==> src/rtl/axis_scope_pkg.sv <==
// Shared types for the scope read-back path: FSM states and skid depth.
package axis_scope_pkg;

  typedef enum logic [1:0] {
    ST_IDLE  = 2'd0,
    ST_READ  = 2'd1,
    ST_DRAIN = 2'd2
  } state_t;

  // Skid entries; also the read credit limit (in-flight + buffered).
  localparam int SKID_DEPTH = 2;

endpackage

==> src/rtl/axis_scope_reader_if.sv <==
// AXI4-Stream bundle carrying read-out samples to the DMA/host sink.
interface axis_scope_reader_if #(
  parameter int W = 32
);
  logic [W-1:0] tdata;
  logic         tvalid;
  logic         tready;
  logic         tlast;

  modport master (output tdata, output tvalid, output tlast, input tready);
  modport slave  (input tdata, input tvalid, input tlast, output tready);
endinterface

==> src/rtl/axis_scope_skid.sv <==
// 2-entry fall-through skid FIFO. When empty, incoming data bypasses straight
// to the output; anything not taken is held so the output stays stable under
// backpressure. occ feeds the reader's read-credit check.
module axis_scope_skid
  import axis_scope_pkg::*;
#(
  parameter int W = 32
) (
  input  logic         clk,
  input  logic         rst,
  input  logic         in_valid,
  input  logic [W-1:0] in_data,
  output logic         out_valid,
  output logic [W-1:0] out_data,
  input  logic         out_ready,
  output logic [1:0]   occ
);

  logic [W-1:0] mem [SKID_DEPTH];
  logic         wr_ptr, rd_ptr;
  logic [1:0]   cnt;
  logic         empty, push, pop;

  assign empty     = (cnt == 2'd0);
  assign out_valid = !empty || in_valid;
  assign out_data  = empty ? in_data : mem[rd_ptr];
  // Store only what the sink does not take in bypass this cycle.
  assign push      = in_valid && !(empty && out_ready);
  assign pop       = !empty && out_ready;
  assign occ       = cnt;

  // Pointer and occupancy bookkeeping.
  always_ff @(posedge clk) begin
    if (rst) begin
      wr_ptr <= 1'b0;
      rd_ptr <= 1'b0;
      cnt    <= 2'd0;
    end else begin
      if (push) wr_ptr <= ~wr_ptr;
      if (pop)  rd_ptr <= ~rd_ptr;
      case ({push, pop})
        2'b10:   cnt <= cnt + 2'd1;
        2'b01:   cnt <= cnt - 2'd1;
        default: cnt <= cnt;
      endcase
    end
  end

  // Storage write; contents are don't-care while the entry is empty.
  always_ff @(posedge clk) begin
    if (push) mem[wr_ptr] <= in_data;
  end

endmodule

==> src/rtl/axis_scope_reader.sv <==
// Reads a completed circular capture buffer out of BRAM oldest-first and
// streams it as AXI4-Stream with tlast on the final word.
// Optional feature macro: SCOPE_READER_ABORT_EN adds abort_flag, which stops
// further reads and closes the stream on the last already-issued word.
module axis_scope_reader
  import axis_scope_pkg::*;
#(
  parameter int AXIS_TDATA_WIDTH = 32,
  parameter int BRAM_DATA_WIDTH  = 32,
  parameter int BRAM_ADDR_WIDTH  = 12
) (
  input  logic                       aclk,
  input  logic                       areset,
  input  logic                       start_flag,
`ifdef SCOPE_READER_ABORT_EN
  input  logic                       abort_flag,
`endif
  input  logic [BRAM_ADDR_WIDTH-1:0] trg_addr,
  input  logic [BRAM_ADDR_WIDTH-1:0] pre_data,
  input  logic [BRAM_ADDR_WIDTH-1:0] tot_data,
  output logic                       busy,
  output logic                       bram_porta_clk,
  output logic                       bram_porta_rst,
  output logic [BRAM_ADDR_WIDTH-1:0] bram_porta_addr,
  input  logic [BRAM_DATA_WIDTH-1:0] bram_porta_rddata,
  axis_scope_reader_if.master        m_axis
);

  localparam int AW = BRAM_ADDR_WIDTH;
  localparam logic [AW-1:0] ONE_A = {{(AW-1){1'b0}}, 1'b1};
  localparam logic [AW:0]   ONE_X = {{AW{1'b0}}, 1'b1};

  state_t        state;
  logic [AW-1:0] tot_l;      // latched last buffer address
  logic [AW-1:0] addr;       // address being read this cycle when issue=1
  logic [AW:0]   issue_cnt;  // reads issued so far (0..N)
  logic [AW:0]   last_idx;   // beat index that carries tlast
  logic [AW-1:0] beat_cnt;   // beats accepted so far
  logic          rd_vld;     // BRAM data for last cycle's issue is on rddata

  logic [AW:0]   trg_x, pre_x, tot_x, start_x;
  logic [AW-1:0] addr_next;
  logic [1:0]    outstanding;
  logic          credit_ok, issue, fire, abort_now;
  logic [AW:0]   last_eff;
  logic [1:0]    occ;

  assign bram_porta_clk  = aclk;
  assign bram_porta_rst  = areset;
  assign bram_porta_addr = addr;

`ifdef SCOPE_READER_ABORT_EN
  assign abort_now = abort_flag && (state == ST_READ);
`else
  assign abort_now = 1'b0;
`endif

  // Oldest sample sits pre_data entries behind the trigger, modulo depth.
  always_comb begin
    trg_x   = {1'b0, trg_addr};
    pre_x   = {1'b0, pre_data};
    tot_x   = {1'b0, tot_data};
    start_x = (trg_x >= pre_x) ? (trg_x - pre_x) : (trg_x + tot_x + ONE_X - pre_x);
  end

  // Issue a read only while the skid can absorb every word still owed to it.
  always_comb begin
    outstanding = {1'b0, rd_vld} + occ;
    credit_ok   = int'(outstanding) < SKID_DEPTH;
    issue       = (state == ST_READ) && credit_ok && !abort_now;
    addr_next   = (addr == tot_l) ? '0 : addr + ONE_A;
    fire        = m_axis.tvalid && m_axis.tready;
    // An abort truncates the stream to what has already been issued.
    last_eff    = abort_now ? (issue_cnt - ONE_X) : last_idx;
  end

  assign m_axis.tlast = m_axis.tvalid && ({1'b0, beat_cnt} == last_eff);

  // Read-out FSM with address, issue and beat counters.
  always_ff @(posedge aclk) begin
    if (areset) begin
      state     <= ST_IDLE;
      busy      <= 1'b0;
      tot_l     <= '0;
      addr      <= '0;
      issue_cnt <= '0;
      last_idx  <= '0;
      beat_cnt  <= '0;
      rd_vld    <= 1'b0;
    end else begin
      rd_vld <= issue;
      if (issue) begin
        addr      <= addr_next;
        issue_cnt <= issue_cnt + ONE_X;
      end
      if (fire) beat_cnt <= beat_cnt + ONE_A;

      case (state)
        ST_IDLE: begin
          if (start_flag) begin
            tot_l     <= tot_data;
            addr      <= start_x[AW-1:0];
            issue_cnt <= '0;
            beat_cnt  <= '0;
            last_idx  <= {1'b0, tot_data};
            busy      <= 1'b1;
            state     <= ST_READ;
          end
        end
        ST_READ: begin
          if (abort_now) begin
            if (issue_cnt == '0 || (fire && m_axis.tlast)) begin
              busy  <= 1'b0;
              state <= ST_IDLE;
            end else begin
              last_idx <= issue_cnt - ONE_X;
              state    <= ST_DRAIN;
            end
          end else if (issue && issue_cnt == {1'b0, tot_l}) begin
            state <= ST_DRAIN;
          end
        end
        ST_DRAIN: begin
          if (fire && m_axis.tlast) begin
            busy  <= 1'b0;
            state <= ST_IDLE;
          end
        end
        default: begin
          busy  <= 1'b0;
          state <= ST_IDLE;
        end
      endcase
    end
  end

  axis_scope_skid #(.W(AXIS_TDATA_WIDTH)) u_skid (
    .clk       (aclk),
    .rst       (areset),
    .in_valid  (rd_vld),
    .in_data   (bram_porta_rddata),
    .out_valid (m_axis.tvalid),
    .out_data  (m_axis.tdata),
    .out_ready (m_axis.tready),
    .occ       (occ)
  );

endmodule

==> src/flat_wrapper.sv <==
// flat-port wrapper written by rule: the top's interface ports become plain ports
module axis_scope_reader_flat import axis_scope_pkg::*;
#(
  parameter int AXIS_TDATA_WIDTH = 32,
  parameter int BRAM_DATA_WIDTH  = 32,
  parameter int BRAM_ADDR_WIDTH  = 12
)
  (aclk, areset, start_flag, trg_addr, pre_data, tot_data, busy, bram_porta_clk, bram_porta_rst, bram_porta_addr, bram_porta_rddata, m_axis_tdata, m_axis_tvalid, m_axis_tlast, m_axis_tready);
  axis_scope_reader_if #(.W((32))) m_axis_i ();
  input  logic aclk;
  input  logic areset;
  input  logic start_flag;
  input  logic [BRAM_ADDR_WIDTH-1:0] trg_addr;
  input  logic [BRAM_ADDR_WIDTH-1:0] pre_data;
  input  logic [BRAM_ADDR_WIDTH-1:0] tot_data;
  output logic busy;
  output logic bram_porta_clk;
  output logic bram_porta_rst;
  output logic [BRAM_ADDR_WIDTH-1:0] bram_porta_addr;
  input  logic [BRAM_DATA_WIDTH-1:0] bram_porta_rddata;
  output wire logic [$bits(m_axis_i.tdata)-1:0] m_axis_tdata;
  output wire logic [$bits(m_axis_i.tvalid)-1:0] m_axis_tvalid;
  output wire logic [$bits(m_axis_i.tlast)-1:0] m_axis_tlast;
  input wire logic [$bits(m_axis_i.tready)-1:0] m_axis_tready;
  assign m_axis_tdata = m_axis_i.tdata;
  assign m_axis_tvalid = m_axis_i.tvalid;
  assign m_axis_tlast = m_axis_i.tlast;
  assign m_axis_i.tready = m_axis_tready;
  axis_scope_reader #(.AXIS_TDATA_WIDTH(AXIS_TDATA_WIDTH), .BRAM_DATA_WIDTH(BRAM_DATA_WIDTH), .BRAM_ADDR_WIDTH(BRAM_ADDR_WIDTH)) u_core (.aclk(aclk), .areset(areset), .start_flag(start_flag), .trg_addr(trg_addr), .pre_data(pre_data), .tot_data(tot_data), .busy(busy), .bram_porta_clk(bram_porta_clk), .bram_porta_rst(bram_porta_rst), .bram_porta_addr(bram_porta_addr), .bram_porta_rddata(bram_porta_rddata), .m_axis(m_axis_i));
endmodule
==> config.mk <==
export PLATFORM = sky130hd
export DESIGN_NAME = axis_scope_reader_flat
export DESIGN_NICKNAME = d
export VERILOG_FILES = /design/src/rtl/axis_scope_pkg.sv /design/src/rtl/axis_scope_reader_if.sv /design/src/rtl/axis_scope_skid.sv /design/src/rtl/axis_scope_reader.sv /design/src/flat_wrapper.sv
export SDC_FILE = /design/constraint.sdc
export NUM_CORES = 1
export LEC_CHECK = 0
export ABC_AREA = 1
export CAP_MARGIN = 5
export CORE_AREA = 3 3 123 125
export DETAILED_ROUTE_END_ITERATION = 12
export DIE_AREA = 0 0 126 128
export MAX_ROUTING_LAYER = met4
export PLACE_DENSITY = 0.81
export SETUP_SLACK_MARGIN = 0.1
export SLEW_MARGIN = 10
export SYNTH_ARGS = -nofsm -noshare
export SYNTH_HDL_FRONTEND = slang
export SYNTH_SLANG_ARGS = --single-unit
==> constraint.sdc <==
create_clock -name aclk -period 3.5 [get_ports aclk]
set_clock_uncertainty 0.1 [all_clocks]
set_input_delay 0.875 -clock aclk [delete_from_list [all_inputs] [get_ports aclk]]
set_output_delay 0.875 -clock aclk [all_outputs]
set_load 0.005 [all_outputs]
==> run metrics, run 1 <==
result of the run=complete, no violations; filler cell count in the final layout=1,142; period utilisation layout=92.9%; insertion delay of the later-clocked pin in the worst-skew pair=0.54 ns; simple-gate share of the synthesized area=between 20% and 30%; xor and xnor fraction of the mapped netlist area=around 4.2%; multi-input gate area in the final layout=3840 um2; number of diodes=0; area share of fa/ha/maj cells after synthesis=around 7.8%; critical path arrival=approximately 2.3 ns; total non-filler cell area in the finished layout=9810 um2; reported max-cap violation count=0; utilization after layout=70.2%; worst vdd rail ir drop=272 uV; Synthesized Nets=1,161; y dimension of the die=128 um; 1st-iter DRT viols=479; proportion of synthesized chip area in sequential cells=about two fifths; area share of the largest cell type after synthesis=24.7%; area occupied by registers=3090 um2; maximum number of pins on one net before global-route repair=67; number of antenna violations at the first check in global routing=0; Crit. End Element=output pin; total core area=14,000 um2; multiplexer share of the synthesized area=0%; number of DRC violations after detailed routing=0; FP Rows=43; critical path fanouts, max=4; reported leakage power=4.40 nW; count of endpoints failing setup in the final report=0; largest cells by area after synthesis=sky130_fd_sc_hd__edfxtp_1 (25%), sky130_fd_sc_hd__dfxtp_1 (15%), sky130_fd_sc_hd__nand2_1 (13%); CTS tree=done; Via density=5.13; boundary pin count=121; Overall Power=0.00456 W; post-synthesis cell area=7770 um2; area of the die=16,100 um2; async set or reset register ratio after synthesis=0%; required time of the critical path=about 2.5 ns; vias in the first global route=6,487; number of pins exceeding their max-slew limit in the final report=0; WL final=18.8 mm; antenna-violating nets left=0; Initial Utilization=55.6%; Min Clock Period, post-route=roughly 3.3 ns; post-synthesis instance total=roughly 1,000; global routing usage summed across all routing layers=24.5%; library cells used by synthesis=between 40 and 50; number of enable flip-flop cells after synthesis=64; Least-Margin Pin Slew=between 0.5 and 0.6 ns; hold crit path type=flip-flop to flip-flop; number of endpoints with negative hold slack in the final report=0; RSZ-0062 raised after global routing=false; Fmax achieved=0.307 GHz; warning count from the yosys run=0; main combinational cell family by area after synthesis=simple AND/OR/NAND/NOR gates; Post-DP HPWL=14.1 mm; synthesized flop and latch total=122; detail-routed net length per standard cell=13.7 um; post-synthesis compound-gate area fraction=10.6%; register clock-pin slew on the reported worst setup and hold paths=around 0.060 ns; Setup TNS=0 ns; setup slack, reg-to-reg=about 1.4 ns; First-pass DRT Iterations=5; share of final-layout standard cells stronger than drive strength 1=6.79%; Worst slew margin=63.2%; pwr/cell area=465 nW/um2; grt total ovfl=0; Hold Slack=0.378 ns; area delta synth->final=26.2%; class of the most critical setup path=flip-flop to output pin; category of the worst setup path launch point=flip-flop; die span in x=126 um; Post-Synthesis Mean Instance Area=7.42 um2; Buffers on Ports=120; vias post-DR=between 7,000 and 8,000; wire length of the first global-routing pass=30.6 mm; instance area after placement=around 9000 um2; total number of nets in the final design=1,293; most frequent standard cell in the layout excluding fill and tap cells=sky130_fd_sc_hd__nand2_1; RD Place Congestion=approximately 0.93; top library cells by usage in the layout, fill and taps aside=sky130_fd_sc_hd__nand2_1 (268), sky130_fd_sc_hd__inv_1 (187), sky130_fd_sc_hd__clkdlybuf4s50_1 (119); cell accounting for the most synthesized area=sky130_fd_sc_hd__edfxtp_1; prevailing post-synth register cell=sky130_fd_sc_hd__edfxtp_1
-- path summary, 6_finish.rpt --
path / from / endpoint / cells after the start
max reg2reg: u_core.u_skid.occ[0] / u_core.u_skid.occ[1] / 10
min: u_core.u_skid.rd_ptr / flip-flop / 1
min reg2reg: u_core.u_skid.rd_ptr / flip-flop / 1
max: u_core.beat_cnt[2] / m_axis_tlast / 7
-- routing by layer --
layer | vias to the layer above | global-route usage, % | share of wire [%]
met5 | - | - | 0
met4 | 0 | 7.82 | 1.9
met3 | 35 | 5.08 | 5.6
met2 | 226 | 38.6 | 47
met1 | 3156 | 31.9 | 46
li1 | 3623 | - | -
-- report_power, final --
| part | internal [W] | switching, W | total (W) |
|---|---|---|---|
| sequential | 0.00157 | 0.0000856 | 0.00166 |
| combinational | 0.000547 | 0.000638 | 0.00118 |
| clock | 0.00105 | 0.000668 | 0.00172 |
| total | 0.00317 | 0.00139 | 0.00456 |
-- cell usage after synthesis (all sizes together), types with 3 or more instances --
| cell | n |
|---|---|
| xnor2 | 11 |
| nor3 | 10 |
| clkbuf | 17 |
| fa | 12 |
| a211oi | 3 |
| inv | 190 |
| dfxtp | 58 |
| nor3b | 5 |
| buf | 10 |
| nand2 | 273 |
| nor2 | 84 |
| a21oi | 52 |
| o21ai | 93 |
| xor2 | 26 |
| o211ai | 3 |
| edfxtp | 64 |
| nand3 | 63 |
| nand3b | 7 |
| o21bai | 3 |
| nand4 | 23 |
| ha | 29 |
| or2 | 5 |
-- critical path, cell delays in order, from the launching register on --
cell and delay [ns]:
sky130_fd_sc_hd__dfxtp_1 0.41, sky130_fd_sc_hd__inv_1 0.11, sky130_fd_sc_hd__nand2_1 0.06, sky130_fd_sc_hd__o21ai_0 0.07, sky130_fd_sc_hd__nor2_1 0.11, sky130_fd_sc_hd__nand2_1 0.07
sky130_fd_sc_hd__nor4_1 0.33, sky130_fd_sc_hd__clkdlybuf4s50_1 0.57
-- what timing repair did --
action,CTS,global route
endpoints found under the setup margin,1,32
hold buffers,0,0
gates cloned,0,0
gates resized for setup,1,2
setup buffers,0,0
-- through the flow --
stage          cells  setup WS [ns]
2_1_floorplan   1048          0.481
3_3_place_gp    1338         0.0166
3_5_place_dp    1338        -0.0286
4_1_cts         1373          0.108
5_1_grt         1373          0.108
6_report        1373          0.248
-- sequential cells by signal (all words and copies together) (netlist names), named ones only --
name / cells
u_core.beat_cnt: 12
u_core.u_skid.rd_ptr: 1
u_core.u_skid.mem: 64
u_core.bram_porta_addr: 12
u_core.rd_vld: 1
u_core.tot_l: 12
u_core.busy: 1
u_core.issue_cnt: 13
u_core.u_skid.wr_ptr: 1
u_core.u_skid.occ: 2
u_core.state: 2
-- cell families after synthesis --
logic type / count (synthesis)
AND/OR/NAND/NOR: 472
buffers and inverters: 219
AO/OA/AOI/OAI: 157
flip-flops: 122
adder cells (fa/ha/maj): 41
XOR/XNOR: 37
-- area by class of cell --
cell class	count	share of cell area (%)
repair buffers	136	13.5
well taps	180	2.29
flip-flops and latches	122	31.5
clock inverters	15	1.07
multi-input cells	707	39.2
inverters	192	7.36
clock buffers	21	5.19
(Power assumes the default switching activity.)
==> run 2: changes to the inputs <==
CORE_AREA = 3 3 154 156   (was 3 3 123 125)
DIE_AREA = 0 0 157 159   (was 0 0 126 128)
PLACE_DENSITY = not set   (was 0.81)
==> run 2 against run 1 <==
Fmax rose by 0.15%. Clock power grew 14%. Critical path type unchanged. Wire length rose by 4.0%. Cell count increased by 7.4%. Critical path depth did not move. Critical endpoint unchanged. Die area is 55% higher. Non-clock buffer count decreased by 4.
==> run metrics, run 2 (synthesized netlist as in run 1, its figures left out) <==
result of the run=complete, no violations; post-CTS sizing=1; wire length on met2=8.46 mm; Crit. End Element=output pin; boundary pin count=121; Final Non-Filler Cells=between 1,000 and 1,500; grt total ovfl=0; utilization after layout=44.4%; Largest Register=u_core.u_skid.mem; hold crit path type=flip-flop to flip-flop; number of endpoints with negative hold slack in the final report=0; Setup TNS=0 ns; 1st-iter DRT viols=392; switching share of power=29.3%; total non-filler cell area in the finished layout=~10000 um2; critical path fanouts, max=4; share of total power in combinational logic=24.6%; instance area after placement=about 9300 um2; number of pins exceeding their max-slew limit in the final report=0; wire length of the first global-routing pass=31.4 mm; reported max-cap violation count=0; Initial Utilization=about a third; area occupied by registers=3090 um2; max reg flops=64; maximum number of pins on one net before global-route repair=67; Hold Slack=0.362 ns; required time of the critical path=about 2.5 ns; count of endpoints failing setup in the final report=0; y dimension of the die=159 um; pwr/cell area=480 nW/um2; worst vdd rail ir drop=344 uV; vias in the first global route=6,381; RD Place Congestion=0.897; register clock-pin slew on the reported worst setup and hold paths=roughly 0.05 ns; part of the total power dissipated in the clock network=40.9%; Least-Margin Pin Slew=0.657 ns; antenna-violating nets left=0; Fmax achieved=0.308 GHz; FP Rows=55; net load switching power=~0.0014 W; WL final=about 20 mm; die span in x=157 um; area delta synth->final=28.4%; CTS tree=done; Post-DP HPWL=14.8 mm; share of final-layout standard cells stronger than drive strength 1=6.48%; Min Clock Period, post-route=approximately 3.2 ns; total number of nets in the final design=1,289; category of the worst setup path launch point=flip-flop; vias post-DR=about 7,000; most frequent standard cell in the layout excluding fill and tap cells=sky130_fd_sc_hd__nand2_1; number of DRC violations after detailed routing=0; global routing usage summed across all routing layers=between 10% and 20%; area of the die=25,000 um2; cell-internal power=0.00339 W; Via density=4.72; period utilisation layout=92.8%; RSZ-0062 raised after global routing=false; multi-input gate area in the final layout=3840 um2; filler cell count in the final layout=between 2,000 and 2,500; class of the most critical setup path=flip-flop to output pin; First-pass DRT Iterations=6; topmost layer with routed signal wires=met4; detail-routed net length per standard cell=13.2 um; Buffers on Ports=120; number of antenna violations at the first check in global routing=0; total core area=22,500 um2; setup bufs post-CTS=0; Flop pwr share=34.5%; placed cell count=1,439; insertion delay of the later-clocked pin in the worst-skew pair=between 0.5 and 0.6 ns; reported leakage power=roughly 4.4 nW; critical path arrival=2.27 ns; number of diodes=0; hold buffers post-CTS=0; Worst slew margin=56.2%; setup slack, reg-to-reg=1.38 ns; Met3 Wirelength=1.07 mm; routed length on met1=around 9.8 mm; Largest regs=u_core.u_skid.mem (64), u_core.issue_cnt (13); top library cells by usage in the layout, fill and taps aside=sky130_fd_sc_hd__nand2_1 (268), sky130_fd_sc_hd__inv_1 (187), sky130_fd_sc_hd__clkdlybuf4s50_1 (119)
[run 2: cell count changes in the layout (fill, tap and decap cells not counted)]
cell,delta
sky130_fd_sc_hd__inv_6,+3
sky130_fd_sc_hd__clkinvlp_4,-4
sky130_fd_sc_hd__bufinv_16,+3
sky130_fd_sc_hd__buf_4,-4
sky130_fd_sc_hd__clkbuf_1,+2
sky130_fd_sc_hd__clkinv_1,-2
sky130_fd_sc_hd__inv_8,-1
sky130_fd_sc_hd__clkinv_2,-1
[run 2: power groups by stage]
stage	Clock, W	Sequential (W)	Combinational (W)
floorplan	0.0000185	0.00165	0.000711
global placement	0.0000241	0.00168	0.00117
detailed placement	0.0000241	0.00168	0.00117
CTS	0.00200	0.00165	0.00118
global route	0.00207	0.00166	0.00134
finish	0.00196	0.00165	0.00118
[run 2: worst max-delay path, stage by stage (launching register included)]
cell                              delay (ns)
sky130_fd_sc_hd__dfxtp_1                0.41
sky130_fd_sc_hd__inv_1                  0.11
sky130_fd_sc_hd__nand2_1                0.06
sky130_fd_sc_hd__o21ai_0                0.08
sky130_fd_sc_hd__nor2_1                 0.12
sky130_fd_sc_hd__nand2_1                0.07
sky130_fd_sc_hd__nor4_1                 0.32
sky130_fd_sc_hd__clkdlybuf4s50_1        0.57
[run 2: path summary, 6_finish.rpt]
| check | from | end | cells after the start |
|---|---|---|---|
| worst max-delay path | u_core.beat_cnt[2] | m_axis_tlast | 7 |
| worst min-delay path | u_core.u_skid.rd_ptr | flip-flop | 1 |
| worst min register to register | u_core.u_skid.rd_ptr | flip-flop | 1 |
| worst max register to register | u_core.u_skid.occ[0] | u_core.u_skid.occ[1] | 10 |
[run 2: cell type report]
class                   count  area share, %
well taps                 285           3.57
clock buffers              23           5.17
flip-flops and latches    122           30.9
repair buffers            132           12.9
multi-input cells         707           38.5
inverters                 192           7.23
clock inverters            13           1.68
[run 2: per-stage QoR]
step / setup WS [ns] / total power (W)
3_5_place_dp: 0.00893 / 0.00288
4_1_cts: 0.111 / 0.00484
6_report: 0.253 / 0.00479
5_1_grt: 0.102 / 0.00508
3_3_place_gp: 0.0120 / 0.00287
2_1_floorplan: 0.481 / 0.00238
[run 2: layer usage]
metal | vias to the layer above | global-route usage [%]
met2 | 208 | 23.6
met1 | 3117 | 22.4
li1 | 3609 | -
met3 | 22 | 3.81
met4 | 0 | 4.78
met5 | - | -
